==> src/rtl/id_ex_pipe_reg_if.sv <==
// ID/EX stage bundle: ID-side instruction fields and pipeline controls in, EX-side
// registered fields and event counters out.
interface id_ex_pipe_reg_if #(
    parameter int unsigned XLEN   = 32,
    parameter int unsigned REG_AW = 5,
    parameter int unsigned WB_W   = 2,
    parameter int unsigned M_W    = 2,
    parameter int unsigned EX_W   = 4,
    parameter int unsigned CNT_W  = 16
);
    localparam int unsigned CTRL_W = WB_W + M_W + EX_W;

    logic              stall_i;
    logic              flush_i;
    logic              cnt_clr_i;
    logic              valid_i;
    logic [CTRL_W-1:0] ctrl_i;
    logic [XLEN-1:0]   pc_i;
    logic [XLEN-1:0]   rs_data_i;
    logic [XLEN-1:0]   rt_data_i;
    logic [XLEN-1:0]   imm_i;
    logic [REG_AW-1:0] rs_i;
    logic [REG_AW-1:0] rt_i;
    logic [REG_AW-1:0] rd_i;

    logic              valid_o;
    logic [WB_W-1:0]   wb_o;
    logic [M_W-1:0]    mem_o;
    logic [EX_W-1:0]   ex_o;
    logic [XLEN-1:0]   pc_o;
    logic [XLEN-1:0]   rs_data_o;
    logic [XLEN-1:0]   rt_data_o;
    logic [XLEN-1:0]   imm_o;
    logic [REG_AW-1:0] rs_o;
    logic [REG_AW-1:0] rt_o;
    logic [REG_AW-1:0] rd_o;
    logic [CNT_W-1:0]  stall_cnt_o;
    logic [CNT_W-1:0]  bubble_cnt_o;

    modport master (
        output stall_i, flush_i, cnt_clr_i, valid_i, ctrl_i, pc_i,
               rs_data_i, rt_data_i, imm_i, rs_i, rt_i, rd_i,
        input  valid_o, wb_o, mem_o, ex_o, pc_o, rs_data_o, rt_data_o,
               imm_o, rs_o, rt_o, rd_o, stall_cnt_o, bubble_cnt_o
    );

    modport slave (
        input  stall_i, flush_i, cnt_clr_i, valid_i, ctrl_i, pc_i,
               rs_data_i, rt_data_i, imm_i, rs_i, rt_i, rd_i,
        output valid_o, wb_o, mem_o, ex_o, pc_o, rs_data_o, rt_data_o,
               imm_o, rs_o, rt_o, rd_o, stall_cnt_o, bubble_cnt_o
    );
endinterface

==> src/rtl/id_ex_pipe_reg.sv <==
// ID/EX pipeline register with valid bit, stall/flush, and saturating stall and
// bubble event counters; a slot with valid_o=0 always carries all-zero control.
module id_ex_pipe_reg #(
    parameter int unsigned XLEN   = 32,
    parameter int unsigned REG_AW = 5,
    parameter int unsigned WB_W   = 2,
    parameter int unsigned M_W    = 2,
    parameter int unsigned EX_W   = 4,
    parameter int unsigned CNT_W  = 16
) (
    input logic              clk,
    input logic              rst_i,
    id_ex_pipe_reg_if.slave  pipe
);
    localparam int unsigned CTRL_W = WB_W + M_W + EX_W;
    localparam logic [CNT_W-1:0] CNT_MAX = '1;
    localparam logic [CNT_W-1:0] CNT_ONE = {{(CNT_W-1){1'b0}}, 1'b1};

    logic              valid_q,   valid_d;
    logic [WB_W-1:0]   wb_q,      wb_d;
    logic [M_W-1:0]    mem_q,     mem_d;
    logic [EX_W-1:0]   ex_q,      ex_d;
    logic [XLEN-1:0]   pc_q,      pc_d;
    logic [XLEN-1:0]   rs_data_q, rs_data_d;
    logic [XLEN-1:0]   rt_data_q, rt_data_d;
    logic [XLEN-1:0]   imm_q,     imm_d;
    logic [REG_AW-1:0] rs_q,      rs_d;
    logic [REG_AW-1:0] rt_q,      rt_d;
    logic [REG_AW-1:0] rd_q,      rd_d;
    logic [CNT_W-1:0]  stall_cnt_q,  stall_cnt_d;
    logic [CNT_W-1:0]  bubble_cnt_q, bubble_cnt_d;

    logic              stall_ev;
    logic              bubble_ev;
    logic [CTRL_W-1:0] ctrl_gated;

    always_comb begin
        stall_ev   = pipe.stall_i & ~pipe.flush_i;
        bubble_ev  = pipe.flush_i | (~pipe.stall_i & ~pipe.valid_i);
        ctrl_gated = pipe.valid_i ? pipe.ctrl_i : '0;

        valid_d   = valid_q;
        wb_d      = wb_q;
        mem_d     = mem_q;
        ex_d      = ex_q;
        pc_d      = pc_q;
        rs_data_d = rs_data_q;
        rt_data_d = rt_data_q;
        imm_d     = imm_q;
        rs_d      = rs_q;
        rt_d      = rt_q;
        rd_d      = rd_q;

        if (pipe.flush_i) begin
            valid_d   = 1'b0;
            wb_d      = '0;
            mem_d     = '0;
            ex_d      = '0;
            pc_d      = '0;
            rs_data_d = '0;
            rt_data_d = '0;
            imm_d     = '0;
            rs_d      = '0;
            rt_d      = '0;
            rd_d      = '0;
        end else if (!pipe.stall_i) begin
            valid_d   = pipe.valid_i;
            wb_d      = ctrl_gated[WB_W-1:0];
            mem_d     = ctrl_gated[WB_W +: M_W];
            ex_d      = ctrl_gated[WB_W+M_W +: EX_W];
            pc_d      = pipe.pc_i;
            rs_data_d = pipe.rs_data_i;
            rt_data_d = pipe.rt_data_i;
            imm_d     = pipe.imm_i;
            rs_d      = pipe.rs_i;
            rt_d      = pipe.rt_i;
            rd_d      = pipe.rd_i;
        end

        // Clear overrides any increment; counters stop at all-ones instead of wrapping.
        stall_cnt_d  = stall_cnt_q;
        bubble_cnt_d = bubble_cnt_q;
        if (pipe.cnt_clr_i) begin
            stall_cnt_d  = '0;
            bubble_cnt_d = '0;
        end else begin
            if (stall_ev && stall_cnt_q != CNT_MAX)
                stall_cnt_d = stall_cnt_q + CNT_ONE;
            if (bubble_ev && bubble_cnt_q != CNT_MAX)
                bubble_cnt_d = bubble_cnt_q + CNT_ONE;
        end
    end

    always_ff @(posedge clk) begin
        if (rst_i) begin
            valid_q      <= 1'b0;
            wb_q         <= '0;
            mem_q        <= '0;
            ex_q         <= '0;
            pc_q         <= '0;
            rs_data_q    <= '0;
            rt_data_q    <= '0;
            imm_q        <= '0;
            rs_q         <= '0;
            rt_q         <= '0;
            rd_q         <= '0;
            stall_cnt_q  <= '0;
            bubble_cnt_q <= '0;
        end else begin
            valid_q      <= valid_d;
            wb_q         <= wb_d;
            mem_q        <= mem_d;
            ex_q         <= ex_d;
            pc_q         <= pc_d;
            rs_data_q    <= rs_data_d;
            rt_data_q    <= rt_data_d;
            imm_q        <= imm_d;
            rs_q         <= rs_d;
            rt_q         <= rt_d;
            rd_q         <= rd_d;
            stall_cnt_q  <= stall_cnt_d;
            bubble_cnt_q <= bubble_cnt_d;
        end
    end

    assign pipe.valid_o      = valid_q;
    assign pipe.wb_o         = wb_q;
    assign pipe.mem_o        = mem_q;
    assign pipe.ex_o         = ex_q;
    assign pipe.pc_o         = pc_q;
    assign pipe.rs_data_o    = rs_data_q;
    assign pipe.rt_data_o    = rt_data_q;
    assign pipe.imm_o        = imm_q;
    assign pipe.rs_o         = rs_q;
    assign pipe.rt_o         = rt_q;
    assign pipe.rd_o         = rd_q;
    assign pipe.stall_cnt_o  = stall_cnt_q;
    assign pipe.bubble_cnt_o = bubble_cnt_q;
endmodule

==> src/flat_wrapper.sv <==
// flat-port wrapper written by rule: the top's interface ports become plain ports
module id_ex_pipe_reg_flat 
#(
    parameter int unsigned XLEN   = 32,
    parameter int unsigned REG_AW = 5,
    parameter int unsigned WB_W   = 2,
    parameter int unsigned M_W    = 2,
    parameter int unsigned EX_W   = 4,
    parameter int unsigned CNT_W  = 16
)
  (clk, rst_i, pipe_stall_i, pipe_flush_i, pipe_cnt_clr_i, pipe_valid_i, pipe_ctrl_i, pipe_pc_i, pipe_rs_data_i, pipe_rt_data_i, pipe_imm_i, pipe_rs_i, pipe_rt_i, pipe_rd_i, pipe_valid_o, pipe_wb_o, pipe_mem_o, pipe_ex_o, pipe_pc_o, pipe_rs_data_o, pipe_rt_data_o, pipe_imm_o, pipe_rs_o, pipe_rt_o, pipe_rd_o, pipe_stall_cnt_o, pipe_bubble_cnt_o);
  id_ex_pipe_reg_if #(.XLEN(XLEN), .REG_AW(REG_AW), .WB_W(WB_W), .M_W(M_W), .EX_W(EX_W), .CNT_W(CNT_W)) pipe_i ();
  input logic clk;
  input logic rst_i;
  input wire logic [$bits(pipe_i.stall_i)-1:0] pipe_stall_i;
  input wire logic [$bits(pipe_i.flush_i)-1:0] pipe_flush_i;
  input wire logic [$bits(pipe_i.cnt_clr_i)-1:0] pipe_cnt_clr_i;
  input wire logic [$bits(pipe_i.valid_i)-1:0] pipe_valid_i;
  input wire logic [$bits(pipe_i.ctrl_i)-1:0] pipe_ctrl_i;
  input wire logic [$bits(pipe_i.pc_i)-1:0] pipe_pc_i;
  input wire logic [$bits(pipe_i.rs_data_i)-1:0] pipe_rs_data_i;
  input wire logic [$bits(pipe_i.rt_data_i)-1:0] pipe_rt_data_i;
  input wire logic [$bits(pipe_i.imm_i)-1:0] pipe_imm_i;
  input wire logic [$bits(pipe_i.rs_i)-1:0] pipe_rs_i;
  input wire logic [$bits(pipe_i.rt_i)-1:0] pipe_rt_i;
  input wire logic [$bits(pipe_i.rd_i)-1:0] pipe_rd_i;
  output wire logic [$bits(pipe_i.valid_o)-1:0] pipe_valid_o;
  output wire logic [$bits(pipe_i.wb_o)-1:0] pipe_wb_o;
  output wire logic [$bits(pipe_i.mem_o)-1:0] pipe_mem_o;
  output wire logic [$bits(pipe_i.ex_o)-1:0] pipe_ex_o;
  output wire logic [$bits(pipe_i.pc_o)-1:0] pipe_pc_o;
  output wire logic [$bits(pipe_i.rs_data_o)-1:0] pipe_rs_data_o;
  output wire logic [$bits(pipe_i.rt_data_o)-1:0] pipe_rt_data_o;
  output wire logic [$bits(pipe_i.imm_o)-1:0] pipe_imm_o;
  output wire logic [$bits(pipe_i.rs_o)-1:0] pipe_rs_o;
  output wire logic [$bits(pipe_i.rt_o)-1:0] pipe_rt_o;
  output wire logic [$bits(pipe_i.rd_o)-1:0] pipe_rd_o;
  output wire logic [$bits(pipe_i.stall_cnt_o)-1:0] pipe_stall_cnt_o;
  output wire logic [$bits(pipe_i.bubble_cnt_o)-1:0] pipe_bubble_cnt_o;
  assign pipe_i.stall_i = pipe_stall_i;
  assign pipe_i.flush_i = pipe_flush_i;
  assign pipe_i.cnt_clr_i = pipe_cnt_clr_i;
  assign pipe_i.valid_i = pipe_valid_i;
  assign pipe_i.ctrl_i = pipe_ctrl_i;
  assign pipe_i.pc_i = pipe_pc_i;
  assign pipe_i.rs_data_i = pipe_rs_data_i;
  assign pipe_i.rt_data_i = pipe_rt_data_i;
  assign pipe_i.imm_i = pipe_imm_i;
  assign pipe_i.rs_i = pipe_rs_i;
  assign pipe_i.rt_i = pipe_rt_i;
  assign pipe_i.rd_i = pipe_rd_i;
  assign pipe_valid_o = pipe_i.valid_o;
  assign pipe_wb_o = pipe_i.wb_o;
  assign pipe_mem_o = pipe_i.mem_o;
  assign pipe_ex_o = pipe_i.ex_o;
  assign pipe_pc_o = pipe_i.pc_o;
  assign pipe_rs_data_o = pipe_i.rs_data_o;
  assign pipe_rt_data_o = pipe_i.rt_data_o;
  assign pipe_imm_o = pipe_i.imm_o;
  assign pipe_rs_o = pipe_i.rs_o;
  assign pipe_rt_o = pipe_i.rt_o;
  assign pipe_rd_o = pipe_i.rd_o;
  assign pipe_stall_cnt_o = pipe_i.stall_cnt_o;
  assign pipe_bubble_cnt_o = pipe_i.bubble_cnt_o;
  id_ex_pipe_reg #(.XLEN(XLEN), .REG_AW(REG_AW), .WB_W(WB_W), .M_W(M_W), .EX_W(EX_W), .CNT_W(CNT_W)) u_core (.clk(clk), .rst_i(rst_i), .pipe(pipe_i));
endmodule
==> config.mk <==
export PLATFORM = sky130hd
export DESIGN_NAME = id_ex_pipe_reg_flat
export DESIGN_NICKNAME = d
export VERILOG_FILES = /design/src/rtl/id_ex_pipe_reg_if.sv /design/src/rtl/id_ex_pipe_reg.sv /design/src/flat_wrapper.sv
export SDC_FILE = /design/constraint.sdc
export NUM_CORES = 1
export LEC_CHECK = 0
export CORE_AREA = 2 2 133 135
export CTS_CLUSTER_SIZE = 40
export DETAILED_ROUTE_END_ITERATION = 6
export DIE_AREA = 0 0 135 137
export PLACE_DENSITY_LB_ADDON = 0.1
export SETUP_SLACK_MARGIN = 0.5
export SKIP_LAST_GASP = 1
export SYNTH_ARGS = -nofsm -noshare
export SYNTH_HDL_FRONTEND = slang
export SYNTH_SLANG_ARGS = --single-unit
==> constraint.sdc <==
create_clock -name clk -period 4.9 [get_ports clk]
set_input_delay 0.49 -clock clk [delete_from_list [all_inputs] [get_ports clk]]
set_output_delay 0.49 -clock clk [all_outputs]
set_load 0.05 [all_outputs]
; After elaboration in Yosys (flattened, before gate mapping)
; Index checks and enable logic that the tools add are counted.
[totals]
reg_bits = 184
inputBits = 157
output_inout_bits = 184
wordCells = 28
[classes]
addsub = 2
eq_ne = 2
muxes = 1
n_bitwise = 6
n_reduce_logical = 4
[ops]
columns = cell, n
row1 = $add 16x1->16 const B, 2
row2 = $ne 16x16->1 const B, 2
row3 = $mux 8, 1
row4 = $reduce_or 2->1, 2
row5 = $not 1->1, 3
row6 = $and 1x1->1, 2
row7 = $logic_and 1x1->1, 2
row8 = $or 1x1->1, 1

; Logic depth before layout (Yosys ltp)
; Gate-level depths: netlist of the first run.
[depth]
ltp_word = 4
depth_mapped = 6
depth_no_buf = 5

; Least setup slack after synthesis of the first run
; Ideal clock, no wire load.
[synth_timing]
path_type = flip-flop to flip-flop
start = register u_core.bubble_cnt_q[0], in the netlist u_core.pipe.bubble_cnt_o[0]
end = register u_core.bubble_cnt_q[14], in the netlist u_core.pipe.bubble_cnt_o[14]
setup_ps = 70
arrival_ps = 2156
required_ps = 4830
slack_ps = 2674
stages_incl_launch_ff = 7
n_path_buf = 1
synth_period_minus_slack_ps = 2226
path_cell_list = dfxtp_1 ha_1 inv_1 or4_1 buf_2 or4_1 a21oi_1
[synth_between]
elab_chain_cells = 2
word_cells_on_any_way = 3
cone_classes = 1 x add/sub / 1 x eq/ne / 1 x reduce/logical
[synth_rtl]
columns = element, line
row1 = "start, declared", id_ex_pipe_reg.sv:31  ; logic [CNT_W-1:0] bubble_cnt_q, bubble_cnt_d;
row2 = "start signal, assigned", id_ex_pipe_reg.sv:122  ; bubble_cnt_q <= bubble_cnt_d;
row3 = "parallel branches: the longest is 2 deep, another holds $add 16x1->16", n/a
; Several ways; the timed one is not identified.
; A chain may end at the register's enable or synchronous reset.

==> results of run 1 <==
-- power breakdown --
group	internal (mW)	leakage [nW]	switching (mW)
sequential	1.54	1.50	0.0213
clock	0.844	0.295	0.585
combinational	0.242	2.53	0.274
total	2.62	4.32	0.880
-- sequential cells by signal, summed over array words and instances, names as in the netlist --
signal	cells
u_core.pipe.rs_o	5
u_core.pipe.pc_o	32
u_core.pipe.bubble_cnt_o	16
u_core.pipe.valid_o	1
u_core.pipe.wb_o	2
u_core.pipe.ex_o	4
u_core.pipe.imm_o	32
u_core.pipe.rt_o	5
u_core.pipe.rs_data_o	32
u_core.pipe.mem_o	2
u_core.pipe.stall_cnt_o	16
u_core.pipe.rt_data_o	32
u_core.pipe.rd_o	5
-- cell type report --
type	instances	area, um2
fillers	1434	5930
flip-flops and latches	184	3680
repair buffers	342	3430
multi-input cells	466	3090
clock buffers	21	470
well taps	225	282
clock inverters	11	145
inverters	3	11.3
diodes	1	2.50
-- synthesized netlist by cell type, types with 2 or more instances --
master     number  share of area [%]
o31ai_1         9               0.97
nand4_1        11               0.99
or3_1          12                1.1
buf_2          13               0.94
o41ai_1         3               0.38
o21ai_0        10               0.72
o21bai_1        2               0.22
nor3_1          4               0.29
and3_1          6               0.54
and4_1          4               0.50
nand3_1         8               0.58
a22oi_1         8               0.86
clkbuf_1       25                1.3
nor4_1          2               0.18
buf_1           3               0.16
or2_2           3               0.27
dfxtp_1       184                 53
mux2i_1       145                 21
o311ai_0        3               0.38
a21oi_1        23                1.7
xnor2_1         3               0.38
nand2_1        20                1.1
nor2_1        159                8.6
a2111oi_0       2               0.25
or4_1          11                1.2
ha_1            2               0.36
nor4_2          2               0.36
inv_1           3               0.16
-- through the flow --
stage	setup WS [ns]	instances
floorplan	2.67	694
global placement	2.16	1220
detailed placement	2.13	1220
CTS	2.59	1252
global route	2.43	1252
finish	2.52	1253
-- layer usage --
layer  vias to the layer above  share of wire (%)  global-route usage, %  routed length, um
met5                         -                  0                      0                  0
met4                         0                1.8                   7.06                365
met3                        25                8.6                   8.59               1790
met2                       213                 51                   38.7              10700
met1                      2835                 38                   23.6               7990
li1                       3087                  -                      -                  -
-- kinds of logic after synthesis --
| kind of cell | count (synthesis) | share of synthesized area, % |
|---|---|---|
| adders and majority gates | 2 | 0.360 |
| and+or+nand+nor | 249 | 16.4 |
| buffers and inverters | 44 | 2.61 |
| muxes | 145 | 20.9 |
| AOI/OAI and AO/OA | 67 | 6.42 |
| DFF | 184 | 52.9 |
| xor gates and xnor gates | 3 | 0.378 |
-- critical path, cell delays in order --
cell      delay, ns
clkbuf_8       0.67
buf_4          0.93
mux2i_1        0.28
nor2_1         0.06
-- cell usage in the layout (no fill, tap or decap), types with 2 or more instances in the layout --
cell / n
clkdlybuf4s50_1: 339
dfxtp_1: 184
nor2_1: 159
mux2i_1: 145
a21oi_1: 23
nand2_1: 20
clkbuf_16: 17
or3_1: 12
nand4_1: 11
or4_1: 11
o21ai_0: 10
o31ai_1: 9
nand3_1: 8
a22oi_1: 8
and3_1: 6
and4_1: 4
nor3_1: 4
clkbuf_8: 4
inv_1: 3
xnor2_1: 3
o41ai_1: 3
o311ai_0: 3
bufinv_16: 3
clkinv_2: 3
clkinvlp_4: 3
or2_2: 2
nor4_2: 2
o21bai_1: 2
nor4_1: 2
a2111oi_0: 2
ha_1: 2
-- how the worst max path moves through the flow --
stage / end / slack (ns) / cells past startpoint
3_5_place_dp: u_core.pipe.bubble_cnt_o[14]$_SDFFE_PP0P_ / 2.13 / 5
3_3_place_gp: u_core.pipe.rs_o[0]$_SDFFE_PP0N_ / 2.16 / 4
4_1_cts: u_core.pipe.bubble_cnt_o[14]$_SDFFE_PP0P_ / 2.59 / 5
2_1_floorplan: u_core.pipe.bubble_cnt_o[14]$_SDFFE_PP0P_ / 2.67 / 6
6_report: u_core.pipe.pc_o[20]$_SDFFE_PP0N_ / 2.52 / 4
5_1_grt: u_core.pipe.stall_cnt_o[6]$_SDFFE_PP0P_ / 2.43 / 5
==> impl_metrics.env, run 1 <==
export IMPL_layout_drive_gt1_share_pct=3.89
export IMPL_dieWidth_um=135
export IMPL_drv_cap=0
export IMPL_power_mw=3.50
export IMPL_dieArea_mm2=0.0185
export IMPL_synth_warnings=0
export IMPL_hold_path_class="flip-flop to flip-flop"
export IMPL_min_delay_start="u_core.pipe.valid_o$_SDFFE_PP0N_"
export IMPL_design_area_mm2=0.0111
export IMPL_synth_edff_count=0
export IMPL_hold_buffers=0
export IMPL_clock_sinks=184
export IMPL_cp_required_ns=5.20
export IMPL_period_needed_ns=2.38
export IMPL_regToRegEndpoint="u_core.pipe.stall_cnt_o[6]$_SDFFE_PP0P_"
export IMPL_tightest_slew_ns=1.12
export IMPL_cts_buffers=17
export IMPL_synth_area_mm2=0.00696
export IMPL_post_cts_buffers=0
export IMPL_track_usage_pct=21.7
export IMPL_cts_resized=0
export IMPL_peakVddDrop_v=0.000244
export IMPL_cts_max_level=4
export IMPL_vias_per_cell=4.92
export IMPL_synth_avg_cell_area_um2=10.0
export IMPL_nets=1173
export IMPL_critPathLaunchType="input port"
export IMPL_grt_antenna_before_repair=1
export IMPL_boundaryPins=341
export IMPL_ys_seq_area_share_pct=52.9
export IMPL_crit_start="pipe_stall_i"
export IMPL_synth_cell_type_count=42
export IMPL_power_leakage_nw=4.32
export IMPL_ys_async_sr_fraction_pct=0
export IMPL_status="finished, final reports clean"
export IMPL_setup_violations=0
export IMPL_die_h_um=137
export IMPL_maxSlewHeadroom_pct=25.5
export IMPL_arrival_ns=2.68
export IMPL_rsz0062_at_grt="false"
export IMPL_grt_overflow=0
export IMPL_area_delta_synth_final_pct=59.9
export IMPL_powerDensity_mw_per_mm2=315
export IMPL_core_area_mm2=0.0171
export IMPL_worst_r2r_setup_slack_ns=2.74
export IMPL_cts_root_buf="clkbuf_16"
export IMPL_cp_end_kind="flip-flop"
export IMPL_clock_latency_ns=0.42
export IMPL_worstHoldEndpoint="u_core.pipe.valid_o$_SDFFE_PP0N_"
export IMPL_place_hpwl_um=15100
export IMPL_syn_nets=853
export IMPL_route_detailed_drc=0
export IMPL_cts_tree="done"
export IMPL_wire_per_inst_um=16.6
export IMPL_synth_seq_cells=184
export IMPL_clk_path_buf_depth=2
export IMPL_maxSlewViolCount=0
export IMPL_row_count=48
export IMPL_path_class="input port to flip-flop"
export IMPL_grt_max_degree=97
export IMPL_fin_worst_skew_ns=0.00692
export IMPL_drtAntennaViolNets=0
export IMPL_clk_pin_slew_ns=0.06
export IMPL_hold_viol_final=0
export IMPL_min_path_cells=2
export IMPL_gp_congestion=0.777
export IMPL_postLayoutCoreUtil_pct=65.2
export IMPL_wirelength_um=20800
export IMPL_post_route_period_util_pct=48.6
export IMPL_drtPass1Iterations=5
export IMPL_holdWs_ns=0.491
export IMPL_fmax_mhz=420
export IMPL_critPathMaxFanout=91
export IMPL_synth_main_ff_cell="dfxtp_1"
export IMPL_tns_ns=0
export IMPL_start_util_pct=40.8
export IMPL_vias=6160
export IMPL_grt_pass1_wl_um=31200
export IMPL_drt_initial_drc_count=217
export IMPL_io_buffers=340
export IMPL_r2r_cells=5
export IMPL_grt_pass1_vias=5832
export IMPL_syn_inst=694
export IMPL_place_area_mm2=0.0105
export IMPL_r2r_start="u_core.pipe.stall_cnt_o[0]$_SDFFE_PP0P_"
Power figures use the tool's default switching activity.
==> run 2: changes to the inputs <==
--- a/config.mk
+++ b/config.mk
@@ -5,10 +5,11 @@
 export SDC_FILE = /design/constraint.sdc
 export NUM_CORES = 1
 export LEC_CHECK = 0
-export CORE_AREA = 2 2 133 135
+export CORE_ASPECT_RATIO = 1.2
+export CORE_MARGIN = 2
+export CORE_UTILIZATION = 37
 export CTS_CLUSTER_SIZE = 40
 export DETAILED_ROUTE_END_ITERATION = 6
-export DIE_AREA = 0 0 135 137
 export PLACE_DENSITY_LB_ADDON = 0.1
 export SETUP_SLACK_MARGIN = 0.5
 export SKIP_LAST_GASP = 1
==> constraint.sdc (replaced) <==
create_clock -name clk -period 2.11 [get_ports clk]
set_input_delay 0.211 -clock clk [delete_from_list [all_inputs] [get_ports clk]]
set_output_delay 0.211 -clock clk [all_outputs]
set_load 0.05 [all_outputs]
==> impl_metrics.env, run 2 (same netlist as run 1, synthesis figures left out) <==
export IMPL_cts_max_level=4
export IMPL_core_area_mm2=0.0183
export IMPL_holdWs_ns=0.174
export IMPL_combPwrFrac_pct=14.8
export IMPL_row_count=54
export IMPL_drtAntennaViolNets=0
export IMPL_fmax_mhz=596
export IMPL_place_area_mm2=0.0108
export IMPL_dieArea_mm2=0.0199
export IMPL_boundaryPins=341
export IMPL_dp_cells=1258
export IMPL_final_cell_mix="dlygate4sd2_1 (170), nor2_1 (159), clkdlybuf4s50_1 (155)"
export IMPL_dieWidth_um=129
export IMPL_cts_tree="done"
export IMPL_r2r_start="u_core.pipe.bubble_cnt_o[0]$_SDFFE_PP0P_"
export IMPL_regArea_mm2=0.00377
export IMPL_hold_viol_final=0
export IMPL_die_h_um=154
export IMPL_wirelength_um=21900
export IMPL_clock_sinks=184
export IMPL_design_area_mm2=0.0114
export IMPL_hold_buffers=0
export IMPL_status="finished, final reports clean"
export IMPL_path_class="flip-flop to flip-flop"
export IMPL_grt_pass1_vias=6012
export IMPL_crit_path_end="u_core.pipe.bubble_cnt_o[14]$_SDFFE_PP0P_"
export IMPL_area_delta_synth_final_pct=63.6
export IMPL_power_leakage_nw=5.27
export IMPL_place_hpwl_um=16100
export IMPL_regToRegEndpoint="u_core.pipe.bubble_cnt_o[14]$_SDFFE_PP0P_"
export IMPL_cp_required_ns=2.45
export IMPL_grt_overflow=0
export IMPL_critPathLaunchType="flip-flop"
export IMPL_postLayoutCoreUtil_pct=62.2
export IMPL_layout_drive_gt1_share_pct=11.1
export IMPL_powerDensity_mw_per_mm2=695
export IMPL_p_sw_mw=2.04
export IMPL_clockPowerShare_pct=39.8
export IMPL_cp_end_kind="flip-flop"
export IMPL_maxSlewViolCount=0
export IMPL_maxSlewHeadroom_pct=36.0
export IMPL_grt_pass1_wl_um=33100
export IMPL_fin_worst_skew_ns=0.0166
export IMPL_drt_initial_drc_count=386
export IMPL_route_detailed_drc=0
export IMPL_fillers=1668
export IMPL_power_mw=7.91
export IMPL_vias=6282
export IMPL_post_route_period_util_pct=79.5
export IMPL_gp_congestion=0.803
export IMPL_peakVddDrop_v=0.000470
export IMPL_clock_latency_ns=0.42
export IMPL_layout_commonest_cell="dlygate4sd2_1"
export IMPL_setup_violations=0
export IMPL_p_int_mw=5.87
export IMPL_critPathMaxFanout=7
export IMPL_worst_r2r_setup_slack_ns=0.43
export IMPL_finalNonFillerCells=1305
export IMPL_vias_per_cell=4.81
export IMPL_period_needed_ns=1.68
export IMPL_cts_root_buf="clkbuf_16"
export IMPL_tightest_slew_ns=0.960
export IMPL_nets=1199
export IMPL_drtPass1Iterations=4
export IMPL_rsz0062_at_grt="true"
export IMPL_arrival_ns=2.02
export IMPL_multi_input_area_mm2=0.00323
export IMPL_clk_pin_slew_ns=0.06
export IMPL_io_buffers=340
export IMPL_r2r_cells=5
export IMPL_p_sw_share_pct=25.8
export IMPL_drv_cap=0
export IMPL_grt_antenna_before_repair=2
export IMPL_start_util_pct=38.0
export IMPL_seqPwrFrac_pct=45.4
export IMPL_hold_path_class="input port to flip-flop"
export IMPL_wire_per_inst_um=16.8
export IMPL_clk_path_buf_depth=2
export IMPL_crit_start="u_core.pipe.bubble_cnt_o[0]$_SDFFE_PP0P_"
export IMPL_cts_buffers=17
export IMPL_track_usage_pct=21.4
export IMPL_grt_max_degree=92
-- run 2: power by group through the flow --
| stage | logic (mW) | registers [mW] | clock network (mW) |
|---|---|---|---|
| after floorplan | 0.328 | 4.00 | 0 |
| after global placement | 1.23 | 3.67 | 0 |
| after detailed placement | 1.23 | 3.68 | 0 |
| after CTS | 1.17 | 3.59 | 3.25 |
| after global routing | 1.24 | 3.60 | 3.38 |
| final | 1.17 | 3.59 | 3.15 |
-- run 2: cell type report --
type,instances,share of cell area [%]
flip-flops and latches,184,33.1
repair buffers,368,30.5
multi-input cells,466,28.4
clock buffers,21,4.05
well taps,252,2.77
clock inverters,10,1.03
inverters,3,0.121
diodes,1,0.0220
-- run 2: repair_timing --
action / CTS / global route
pin swaps: 4 / 14
gates cloned: 0 / 1
setup buffers: 6 / 8
gates resized for setup: 192 / 36
setup endpoints to repair: 205 / 38
-- run 2: per-layer routing --
layer  global-route usage, %  wire length (um)  vias to the layer above
li1                        -                 -                     3128
met1                    24.2              8640                     2919
met2                    36.6             11100                      207
met3                    7.78              1760                       26
met4                    8.13               471                        2
met5                       0                13                        -
-- run 2: how the worst min path moves through the flow --
stage                                                          from  cells after the start                                        end
after floorplan                                       pipe_imm_i[0]                      2          u_core.pipe.imm_o[0]$_SDFFE_PP0N_
after global placement    u_core.pipe.bubble_cnt_o[10]$_SDFFE_PP0P_                      1  u_core.pipe.bubble_cnt_o[10]$_SDFFE_PP0P_
after detailed placement  u_core.pipe.bubble_cnt_o[10]$_SDFFE_PP0P_                      1  u_core.pipe.bubble_cnt_o[10]$_SDFFE_PP0P_
after CTS                                              pipe_stall_i                      3          u_core.pipe.pc_o[25]$_SDFFE_PP0N_
after global routing                                   pipe_stall_i                      3           u_core.pipe.ex_o[0]$_SDFFE_PP0N_
final                                                  pipe_stall_i                      3          u_core.pipe.pc_o[25]$_SDFFE_PP0N_
-- run 2: through the flow --
step	setup WS, ns	setup TNS [ns]
after floorplan	0.280	0
after global placement	-0.0124	-0.0124
after detailed placement	-0.0184	-0.0184
after CTS	0.428	0
after global routing	0.393	0
final	0.432	0
-- run 2: critical path, stage by stage, from the launching register on --
cell and delay (ns):
dfxtp_4 0.38, ha_4 0.15, inv_4 0.04, or4_4 0.52, or4_1 0.41, a21oi_1 0.12
